**config.mk**
```make
export PLATFORM = sky130hd
export DESIGN_NAME = sipo_frame_ctrl_flat
export DESIGN_NICKNAME = d
export VERILOG_FILES = /design/src/rtl/sipo_frame_ctrl_if.sv /design/src/rtl/sipo_frame_ctrl.sv /design/src/flat_wrapper.sv
export SDC_FILE = /design/constraint.sdc
export NUM_CORES = 1
export LEC_CHECK = 0
export CAP_MARGIN = 25
export CORE_MARGIN = 3
export CORE_UTILIZATION = 50
export CTS_CLUSTER_DIAMETER = 30
export DETAILED_ROUTE_END_ITERATION = 16
export PLACE_DENSITY = 0.76
export SLEW_MARGIN = 15
export SYNTH_ARGS = -nofsm -noshare
export SYNTH_HDL_FRONTEND = slang
export SYNTH_SLANG_ARGS = --single-unit
```
**constraint.sdc**
```tcl
create_clock -name clk -period 1.87 [get_ports clk]
set_input_delay 0.561 -clock clk [delete_from_list [all_inputs] [get_ports clk]]
set_output_delay 0.561 -clock clk [all_outputs]
set_load 0.1 [all_outputs]
```
**src/rtl/sipo_frame_ctrl_if.sv**
```systemverilog
// sipo_frame_ctrl_if: serial-in / parallel-out frame bus between a producer/consumer (master) and sipo_frame_ctrl (slave).
interface sipo_frame_ctrl_if #(parameter int WIDTH = 4);
    logic             si;
    logic             start;
    logic             po_ready;
    logic             shift_en;
    logic [WIDTH-1:0] po;
    logic             po_valid;
    logic             busy;
    logic             overrun;
    logic             parity_err;
    modport master (output si, start, po_ready, input shift_en, po, po_valid, busy, overrun, parity_err);
    modport slave  (input si, start, po_ready, output shift_en, po, po_valid, busy, overrun, parity_err);
endinterface

```
**src/rtl/sipo_frame_ctrl.sv**
```systemverilog
// sipo_frame_ctrl: start-triggered serial-to-parallel framer with ready/valid output and sticky overrun flag.
// Define SIPO_FRAME_PARITY_EN to sample a trailing even-parity bit per frame and report parity_err.
module sipo_frame_ctrl #(
    parameter int WIDTH = 4
) (
    input logic              clk,
    input logic              rst,
    sipo_frame_ctrl_if.slave bus
);
    localparam int CW = $clog2(WIDTH + 1);
    typedef enum logic [1:0] {IDLE, SHIFT, PARITY, HOLD} state_t;
`ifdef SIPO_FRAME_PARITY_EN
    localparam state_t AFTER_SHIFT = PARITY;
`else
    localparam state_t AFTER_SHIFT = HOLD;
`endif
    state_t           state_q, state_d;
    logic [CW-1:0]    cnt_q, cnt_d;
    logic [WIDTH-1:0] sr_q, sr_d, po_q, po_d;
    logic             po_valid_q, po_valid_d, overrun_q, overrun_d;
    logic             last_bit, hs, enter_hold, shift_en, busy;
    always_ff @(posedge clk or negedge rst) begin
        if (!rst) state_q <= IDLE;
        else      state_q <= state_d;
    end
    always_comb begin
        state_d = state_q;
        case (state_q)
            IDLE:    state_d = bus.start ? SHIFT : IDLE;
            SHIFT:   state_d = last_bit ? AFTER_SHIFT : SHIFT;
            PARITY:  state_d = HOLD;
            HOLD:    state_d = bus.po_ready ? (bus.start ? SHIFT : IDLE) : HOLD;
            default: state_d = IDLE;
        endcase
    end
    always_comb begin
        shift_en = state_q == SHIFT;
        busy     = state_q != IDLE;
    end
    always_comb begin
        last_bit   = cnt_q == CW'(WIDTH - 1);
        hs         = state_q == HOLD && bus.po_ready;
        enter_hold = state_d == HOLD && state_q != HOLD;
        cnt_d      = (state_d == SHIFT && state_q != SHIFT) ? '0 : (state_q == SHIFT) ? cnt_q + CW'(1) : cnt_q;
        sr_d       = (state_q == SHIFT) ? {sr_q[WIDTH-2:0], bus.si} : sr_q;
        po_d       = enter_hold ? sr_d : po_q;
        po_valid_d = enter_hold | (po_valid_q & ~hs);
        overrun_d  = overrun_q | (state_q == HOLD && bus.start && !bus.po_ready);
    end
    always_ff @(posedge clk or negedge rst) begin
        if (!rst) begin
            cnt_q      <= '0;
            sr_q       <= '0;
            po_q       <= '0;
            po_valid_q <= 1'b0;
            overrun_q  <= 1'b0;
        end else begin
            cnt_q      <= cnt_d;
            sr_q       <= sr_d;
            po_q       <= po_d;
            po_valid_q <= po_valid_d;
            overrun_q  <= overrun_d;
        end
    end
`ifdef SIPO_FRAME_PARITY_EN
    logic parity_err_q, parity_err_d;
    // PARITY always leads straight into HOLD, so this is exactly the HOLD-entry update.
    always_comb parity_err_d = (state_q == PARITY) ? ^{sr_q, bus.si} : parity_err_q;
    always_ff @(posedge clk or negedge rst) begin
        if (!rst) parity_err_q <= 1'b0;
        else      parity_err_q <= parity_err_d;
    end
    assign bus.parity_err = parity_err_q;
`else
    assign bus.parity_err = 1'b0;
`endif
    assign bus.shift_en = shift_en;
    assign bus.busy     = busy;
    assign bus.po       = po_q;
    assign bus.po_valid = po_valid_q;
    assign bus.overrun  = overrun_q;
endmodule

```
**src/flat_wrapper.sv**
```systemverilog
// flat-port wrapper written by rule: the top's interface ports become plain ports
module sipo_frame_ctrl_flat 
#(
    parameter int WIDTH = 4
)
  (clk, rst, bus_si, bus_start, bus_po_ready, bus_shift_en, bus_po, bus_po_valid, bus_busy, bus_overrun, bus_parity_err);
  sipo_frame_ctrl_if #(.WIDTH(WIDTH)) bus_i ();
  input logic clk;
  input logic rst;
  input wire logic [$bits(bus_i.si)-1:0] bus_si;
  input wire logic [$bits(bus_i.start)-1:0] bus_start;
  input wire logic [$bits(bus_i.po_ready)-1:0] bus_po_ready;
  output wire logic [$bits(bus_i.shift_en)-1:0] bus_shift_en;
  output wire logic [$bits(bus_i.po)-1:0] bus_po;
  output wire logic [$bits(bus_i.po_valid)-1:0] bus_po_valid;
  output wire logic [$bits(bus_i.busy)-1:0] bus_busy;
  output wire logic [$bits(bus_i.overrun)-1:0] bus_overrun;
  output wire logic [$bits(bus_i.parity_err)-1:0] bus_parity_err;
  assign bus_i.si = bus_si;
  assign bus_i.start = bus_start;
  assign bus_i.po_ready = bus_po_ready;
  assign bus_shift_en = bus_i.shift_en;
  assign bus_po = bus_i.po;
  assign bus_po_valid = bus_i.po_valid;
  assign bus_busy = bus_i.busy;
  assign bus_overrun = bus_i.overrun;
  assign bus_parity_err = bus_i.parity_err;
  sipo_frame_ctrl #(.WIDTH(WIDTH)) u_core (.clk(clk), .rst(rst), .bus(bus_i));
endmodule
```
* Yosys cells after proc, flatten, opt, wreduce, memory -nomap -nowiden
Index checks and enable logic that the tools add are counted.
** Storage, ports and cells
- Input bits :: 5
- Register bits :: 15
** Operators by class
- Eq/ne operators :: 8
- Reductions and logical operators :: 9
- Add/sub/neg operators :: 1
- Bitwise gates (word level) :: 4
- Multiplexer cells :: 7
** Operators by type and width (count)
- 2-bit one-hot mux with 4 select lines :: 1
- 2-bit equality test (second input constant) :: 3
- 3-bit two-way mux :: 2
- 1-bit logical AND :: 5
- 2-bit by 1-bit equality test with 1-bit output (second input constant) :: 2
- 2-bit two-way mux :: 2
- 4-bit two-way mux :: 1
- 2-bit nonzero test :: 2
- 3-bit by 1-bit adder with 3-bit output (second input constant) :: 1
- 3-bit by 2-bit equality test with 1-bit output (second input constant) :: 1
- 2-bit zero test :: 1
- 2-bit by 1-bit != test with 1-bit output (second input constant) :: 1
- 2-bit != test (second input constant) :: 1
- 1-bit bitwise OR :: 2
- 1-bit AND :: 1
- 1-bit zero test :: 1
- 1-bit two-way mux :: 1
- 1-bit NOT :: 1

* Depth between registers and ports, before layout
Gate-level depths: netlist (run 1).
- Word-level depth :: 6
- Mapped depth :: 5
- Depth with buffers taken out :: 5

* Least setup slack after synthesis (run 1)
No wires, ideal clock.
- Path type :: reg-to-output
- From :: reg u_core.state_q[1]
- To :: out bus_busy
- Stages on the path, launching flop included :: 4
- Buffers on the path :: 1
- Setup slack :: 90 ps
- Data arrival time :: 1219 ps
- Cells stage by stage :: dfrtp_1 buf_6 inv_1 nand2_1
** Between the ends
- Cells in the longest elaborated chain, start to end :: 1
** Ends and longest elaborated chain
- from (decl) :: line sipo_frame_ctrl.sv:17 : state_t state_q, state_d;
- from (signal assigned) :: line sipo_frame_ctrl.sv:24 : else state_q <= state_d;
- 2-bit nonzero test :: line sipo_frame_ctrl.sv:38 : busy = state_q != IDLE;
- to (decl) :: line flat_wrapper.sv:16 : output wire logic [$bits(bus_i.busy)-1:0] bus_busy;
Every way passes these cells.

* Worst setup path after layout (run 1)
- From :: reg u_core.state_q[1]
- To :: out bus_shift_en
** Between the ends
- Cells in the longest elaborated chain, start to end :: 1
** Ends and longest elaborated chain
- 2-bit by 1-bit equality test with 1-bit output :: line sipo_frame_ctrl.sv:37 : shift_en = state_q == SHIFT;
- to (decl) :: line flat_wrapper.sv:13 : output wire logic [$bits(bus_i.shift_en)-1:0] bus_shift_en;
Every way passes these cells.

==> results of run 1 <==
layout by cell type, fill, tap and decap left out, types with 3 or more instances in the layout:
cell type        synthesis  layout
nand3_1                  3       3
buf_12                   1       8
inv_1                    4       4
nand2_1                  7       7
o21ai_0                  5       5
buf_4                    1       3
dfrtp_1                 15      15
mux2i_1                  6       6
mux2_2                   8       8
clkbuf_4                 0       3
clkdlybuf4s50_1          0       4
worst max-delay path, cell delays in order (launching register included):
cell and delay, ns:
dfrtp_1 0.48, nor2_4 0.25, buf_12 0.21
flip-flops by register name (all words and copies together) (netlist names):
name	cells
u_core.cnt_q	3
u_core.sr_q	4
u_core.bus.overrun	1
u_core.state_q	2
u_core.bus.po	4
u_core.bus.po_valid	1
stage by stage:
stage | setup slack, ns | cell area, um2 | util [%] | hold slack (ns)
after CTS | 0.104 | 1010 | 72.5 | 0.540
after global placement | 0.243 | 987 | 70.6 | 0.496
after detailed placement | 0.228 | 987 | 70.6 | 0.519
after floorplan | 0.0902 | 801 | - | 0.265
after global routing | 0.0507 | 1010 | 72.5 | 0.561
final | 0.108 | 1010 | 72.5 | 0.533
layer usage:
layer,vias up,GRT usage (%)
li1,270,-
met1,259,22.7
met2,13,22.3
met3,2,2.37
met4,0,8.52
met5,-,0
how the worst min path moves through the flow:
stage | from | slack, ns | endpoint
3_3_place_gp | u_core.sr_q[3] | 0.50 | u_core.sr_q[3]
2_1_floorplan | rst | 0.27 | u_core.bus.overrun
5_1_grt | u_core.sr_q[3] | 0.56 | u_core.sr_q[3]
4_1_cts | u_core.bus.overrun | 0.54 | u_core.bus.overrun
6_report | u_core.bus.overrun | 0.53 | u_core.bus.overrun
3_5_place_dp | u_core.bus.overrun | 0.52 | u_core.bus.overrun
cell families after synthesis:
| kind of cell | count (synthesis) | share of synthesized area (%) |
|---|---|---|
| fa+ha+maj | 2 | 3.12 |
| compound gates | 15 | 12.3 |
| buf+inv | 9 | 8.75 |
| flops | 15 | 46.9 |
| simple gates | 15 | 9.69 |
| mux | 14 | 18.8 |
| other cells | 1 | 0.468 |
final cells by class:
| class | count | area [um2] |
|---|---|---|
| Fill cell | 94 | 385 |
| Sequential cell | 15 | 375 |
| Multi-Input combinational cell | 47 | 355 |
| Timing Repair Buffer | 15 | 223 |
| Clock buffer | 4 | 26.3 |
| Tap cell | 15 | 18.8 |
| Inverter | 4 | 15.0 |
==> summary.txt, run 1 <==
Inst Count DP = 96
Crit path to = bus_shift_en
Nature of the critical path startpoint = register
Post_cts resized = 0
Final ANT Viol Nets = 0
Via count = 544
Setup crit end kind = primary output
Max cap viols = 0
Placer Congestion = 0.781
Top-count cell post-synth = dfrtp_1
Synth Register Bits = 15
Drt pass-1 iters = 4
Reg2Reg Depth = 5
Starting Density = 57.2%
Total gr overflow = 0
H-Tree Depth = 1
Via density = 5.44
Final nets = 93
DRC viols = 0
Worst Path Class, Setup = register to primary output
Slew Limit Fails = 0
Async S/R FF share, synth = 100%
Synth top area share = 46.9%
Vias in the first global route = 542
Final non-filler cell total = 100
Top-Level Pins = 14
WL final = 1.44 mm
# rows = 13
Syn. warnings = 0
RR Endpoint = u_core.bus.po_valid
Top cells by area, synth = dfrtp_1 (47%), mux2_2 (11%), mux2i_1 (7.5%)
Reg2reg start = u_core.cnt_q[0]
Area grow syn2layout = 26.6%
Clk_skew = 0.00134 ns
Crit Path Max Fanout = 7
Most used DFF post-synth = dfrtp_1
Core Area = 1400 um2
Layout cell share with drive strength beyond 1 = 29.4%
Arr. time, crit path = 1.20 ns
RSZ-0062 raised after global routing = false
Post-Syn Nets = 78
Ant. Diodes = 0
Final Hold Vio Count = 0
Final TNS setup = 0 ns
Die Height = 46.0 um
Worst-path clk slew = 0.08 ns
Tcrit/Tclk final = 94.2%
Wire length on met2 = 634 um
# Post-CTS Setup Buffers = 0
Avg WL per Cell = 14.4 um
TritonCTS Buffers = 3
Crit path time final = 1.76 ns
Req. time, crit path = 1.31 ns
Initial antenna violation count = 0
Distinct cells, synth = 25
Final setup vio count = 0
Sequential element share of the synthesized area = 46.9%
Synth Instances = 71
Clk_lat worst skew = 0.27 ns
CTS tree = yes
GRT Util Overall = 15.7%
Post-synth top cells = dfrtp_1 (15), mux2_2 (8), nand2_1 (7)
Count of input and output buffers = 12
First-pass GRT wire length = 2.35 mm
Synth area leader = dfrtp_1
Status = finished clean
Max Fclk = 0.568 GHz
Root Buffer = clkbuf_4
Largest net degree at the start of global routing = 16
Hold path cells = 1
Setup crit start = u_core.state_q[1]
DR iter-0 viols = 12
Area of the die = 2120 um2
Post-DP HPWL = 1.05 mm
WL met3 = 64 um
Post-Synthesis Cell Area = 801 um2
Post-Route M1 WL = 725 um
Worst hold path type = register to register
Average cell area after synthesis = 11.3 um2
Die W = 46.0 um
# hold bufs at CTS = 0
CTS sink cnt = 15
Reg2reg setup slack = 0.45 ns
Uppermost layer routed = met4
Clk buf depth = 2
EDFF count, synth = 0
Power of run 1 is left out: the tool's default activity adds up to more than one toggle a clock period on the data nets, which glitch-free logic cannot reach.
==> inputs of run 2 (changes only) <==
--- a/config.mk
+++ b/config.mk
@@ -8,6 +8,7 @@
 export CAP_MARGIN = 25
 export CORE_MARGIN = 3
 export CORE_UTILIZATION = 50
+export CTS_BUF_LIST = sky130_fd_sc_hd__clkbuf_8
 export CTS_CLUSTER_DIAMETER = 30
 export DETAILED_ROUTE_END_ITERATION = 16
 export PLACE_DENSITY = 0.76
==> run 2 against run 1 <==
Net effect:
- cell area up 1.9%
- global-route usage up 0.19 points
- worst hold slack worse by 0.0057 ns
- cell count unchanged
- first-iteration DRC count down 8.3%
- sequential share of layout area down 0.67 points
- via count up 1.7%
- critical path type unchanged
- critical endpoint unchanged
==> summary.txt, run 2 (synthesis gave the netlist of run 1 again) <==
Root Buffer = clkbuf_8
Sequential cell area = 375 um2 (unchanged)
Reg2reg start = u_core.cnt_q[0]
WL final = 1.41 mm (-1.7%)
Setup crit end kind = primary output
First-pass GRT wire length = 2.33 mm (-1.1%)
GRT Util Overall = 15.9% (+0.19 points)
Die W = 46.0 um (unchanged)
Largest net degree at the start of global routing = 16 (unchanged)
Worst hold path type = register to register
Post-DP HPWL = 1.05 mm (unchanged)
Final TNS setup = 0 ns (unchanged)
Area grow syn2layout = 28.9%
Worst Path Class, Setup = register to primary output
DRC viols = 0 (unchanged)
Area of the multi-input gates = 355 um2 (unchanged)
Final Hold Vio Count = 0 (unchanged)
Commonest non-fill, non-tap cell in the layout = dfrtp_1
Crit Path Max Fanout = 7 (unchanged)
RR Endpoint = u_core.bus.po_valid
Post-route core utilization = 73.8% (+1.3 points)
TritonCTS Buffers = 3 (unchanged)
Count of input and output buffers = 12 (unchanged)
Max cap viols = 0 (unchanged)
Starting Density = 57.2% (unchanged)
Nature of the critical path startpoint = register
Vias in the first global route = 540 (-0.37%)
Final setup vio count = 0 (unchanged)
Via density = 5.53 (+1.7%)
CTS sink cnt = 15 (unchanged)
Reg2Reg Depth = 5 (unchanged)
Avg WL per Cell = 14.1 um (-1.7%)
Most frequent cells in the layout = dfrtp_1 (15), mux2_2 (8), buf_12 (8)
# Post-CTS Setup Buffers = 0 (unchanged)
Clk buf depth = 2 (unchanged)
Area of the die = 2120 um2 (unchanged)
Hold path cells = 1 (unchanged)
Crit path time final = 1.70 ns (-0.0597 ns)
RSZ-0062 raised after global routing = false
Fillers = 92 (-2.1%)
Fin area = 1030 um2 (+1.9%)
Final worst slack = 0.168 ns (+0.0597 ns)
Core Area = 1400 um2 (unchanged)
Hold_sp = u_core.bus.overrun
Slew Limit Fails = 0 (unchanged)
# hold bufs at CTS = 0 (unchanged)
Status = finished clean
Placer Congestion = 0.781 (unchanged)
CTS tree = yes
Via count = 553 (+1.7%)
Placed cell areas = 987 um2 (unchanged)
Die Height = 46.0 um (unchanged)
Clk_skew = 0.00220 ns (+0.000859 ns)
Post_cts resized = 0 (unchanged)
Req. time, crit path = 1.31 ns (about the same)
Final nets = 93 (unchanged)
Final ANT Viol Nets = 0 (unchanged)
DR iter-0 viols = 11 (-1)
# rows = 13 (unchanged)
Initial antenna violation count = 0 (unchanged)
Ant. Diodes = 0 (unchanged)
Layout cell share with drive strength beyond 1 = 29.4% (unchanged)
Tcrit/Tclk final = 91.0% (-3.2 points)
Max Fclk = 0.588 GHz (+3.5%)
Reg2reg setup slack = 0.45 ns (about the same)
Arr. time, crit path = 1.14 ns (-0.06 ns)
Total gr overflow = 0 (unchanged)
Worst setup slack after placement = 0.228 ns (unchanged)
H-Tree Depth = 1 (unchanged)
Clk_lat worst skew = 0.24 ns (-0.03 ns)
Top-Level Pins = 14 (unchanged)
Worst Hold Path EP = u_core.bus.overrun
Worst-path clk slew = 0.06 ns (-0.02 ns)
Drt pass-1 iters = 4 (unchanged)
-- run 2: cell count changes in the layout (fill, tap and decap cells not counted) --
cell,previous run,this run
clkbuf_8,0,3
clkbuf_1,1,0
clkbuf_4,3,0
inv_1,4,5
-- run 2: final cells by class --
type	instances	area share, %
timing repair buffer	15	21.6
sequential	15	36.4
clock inverter	1	0.364
inverter	4	1.45
tap	15	1.82
clock buffer	3	4.00
multi-input combinational	47	34.4
-- run 2: how the worst max path moves through the flow --
stage	start	to	slack, ns	cells past startpoint
after global placement	bus_start	u_core.cnt_q[1]	0.24	4
after CTS	u_core.state_q[1]	bus_shift_en	0.15	2
final	u_core.state_q[1]	bus_shift_en	0.17	2
after global routing	u_core.state_q[1]	bus_busy	0.11	3
after detailed placement	bus_start	u_core.cnt_q[1]	0.23	4
after floorplan	u_core.state_q[1]	bus_busy	0.09	3
-- run 2: metal layers --
metal	vias up	global-route usage, %	part of all wire (%)	wire length (um)
met1	262	22.8	47	664
met3	2	3.56	6.0	85
met5	-	0	0	0
met4	0	8.52	0.78	11
li1	274	-	-	-
met2	15	22.0	46	650
-- run 2: critical path: stages, from the launching register on --
cell	delay (ns)
dfrtp_1	0.46
nor2_4	0.23
buf_12	0.20
-- run 2: metrics by stage --
stage | std cells | hold WS (ns)
after CTS | 100 | 0.534
after detailed placement | 96 | 0.519
final | 100 | 0.527
after floorplan | 71 | 0.265
after global routing | 100 | 0.553
after global placement | 96 | 0.496
Power of run 2 is left out for the same reason.
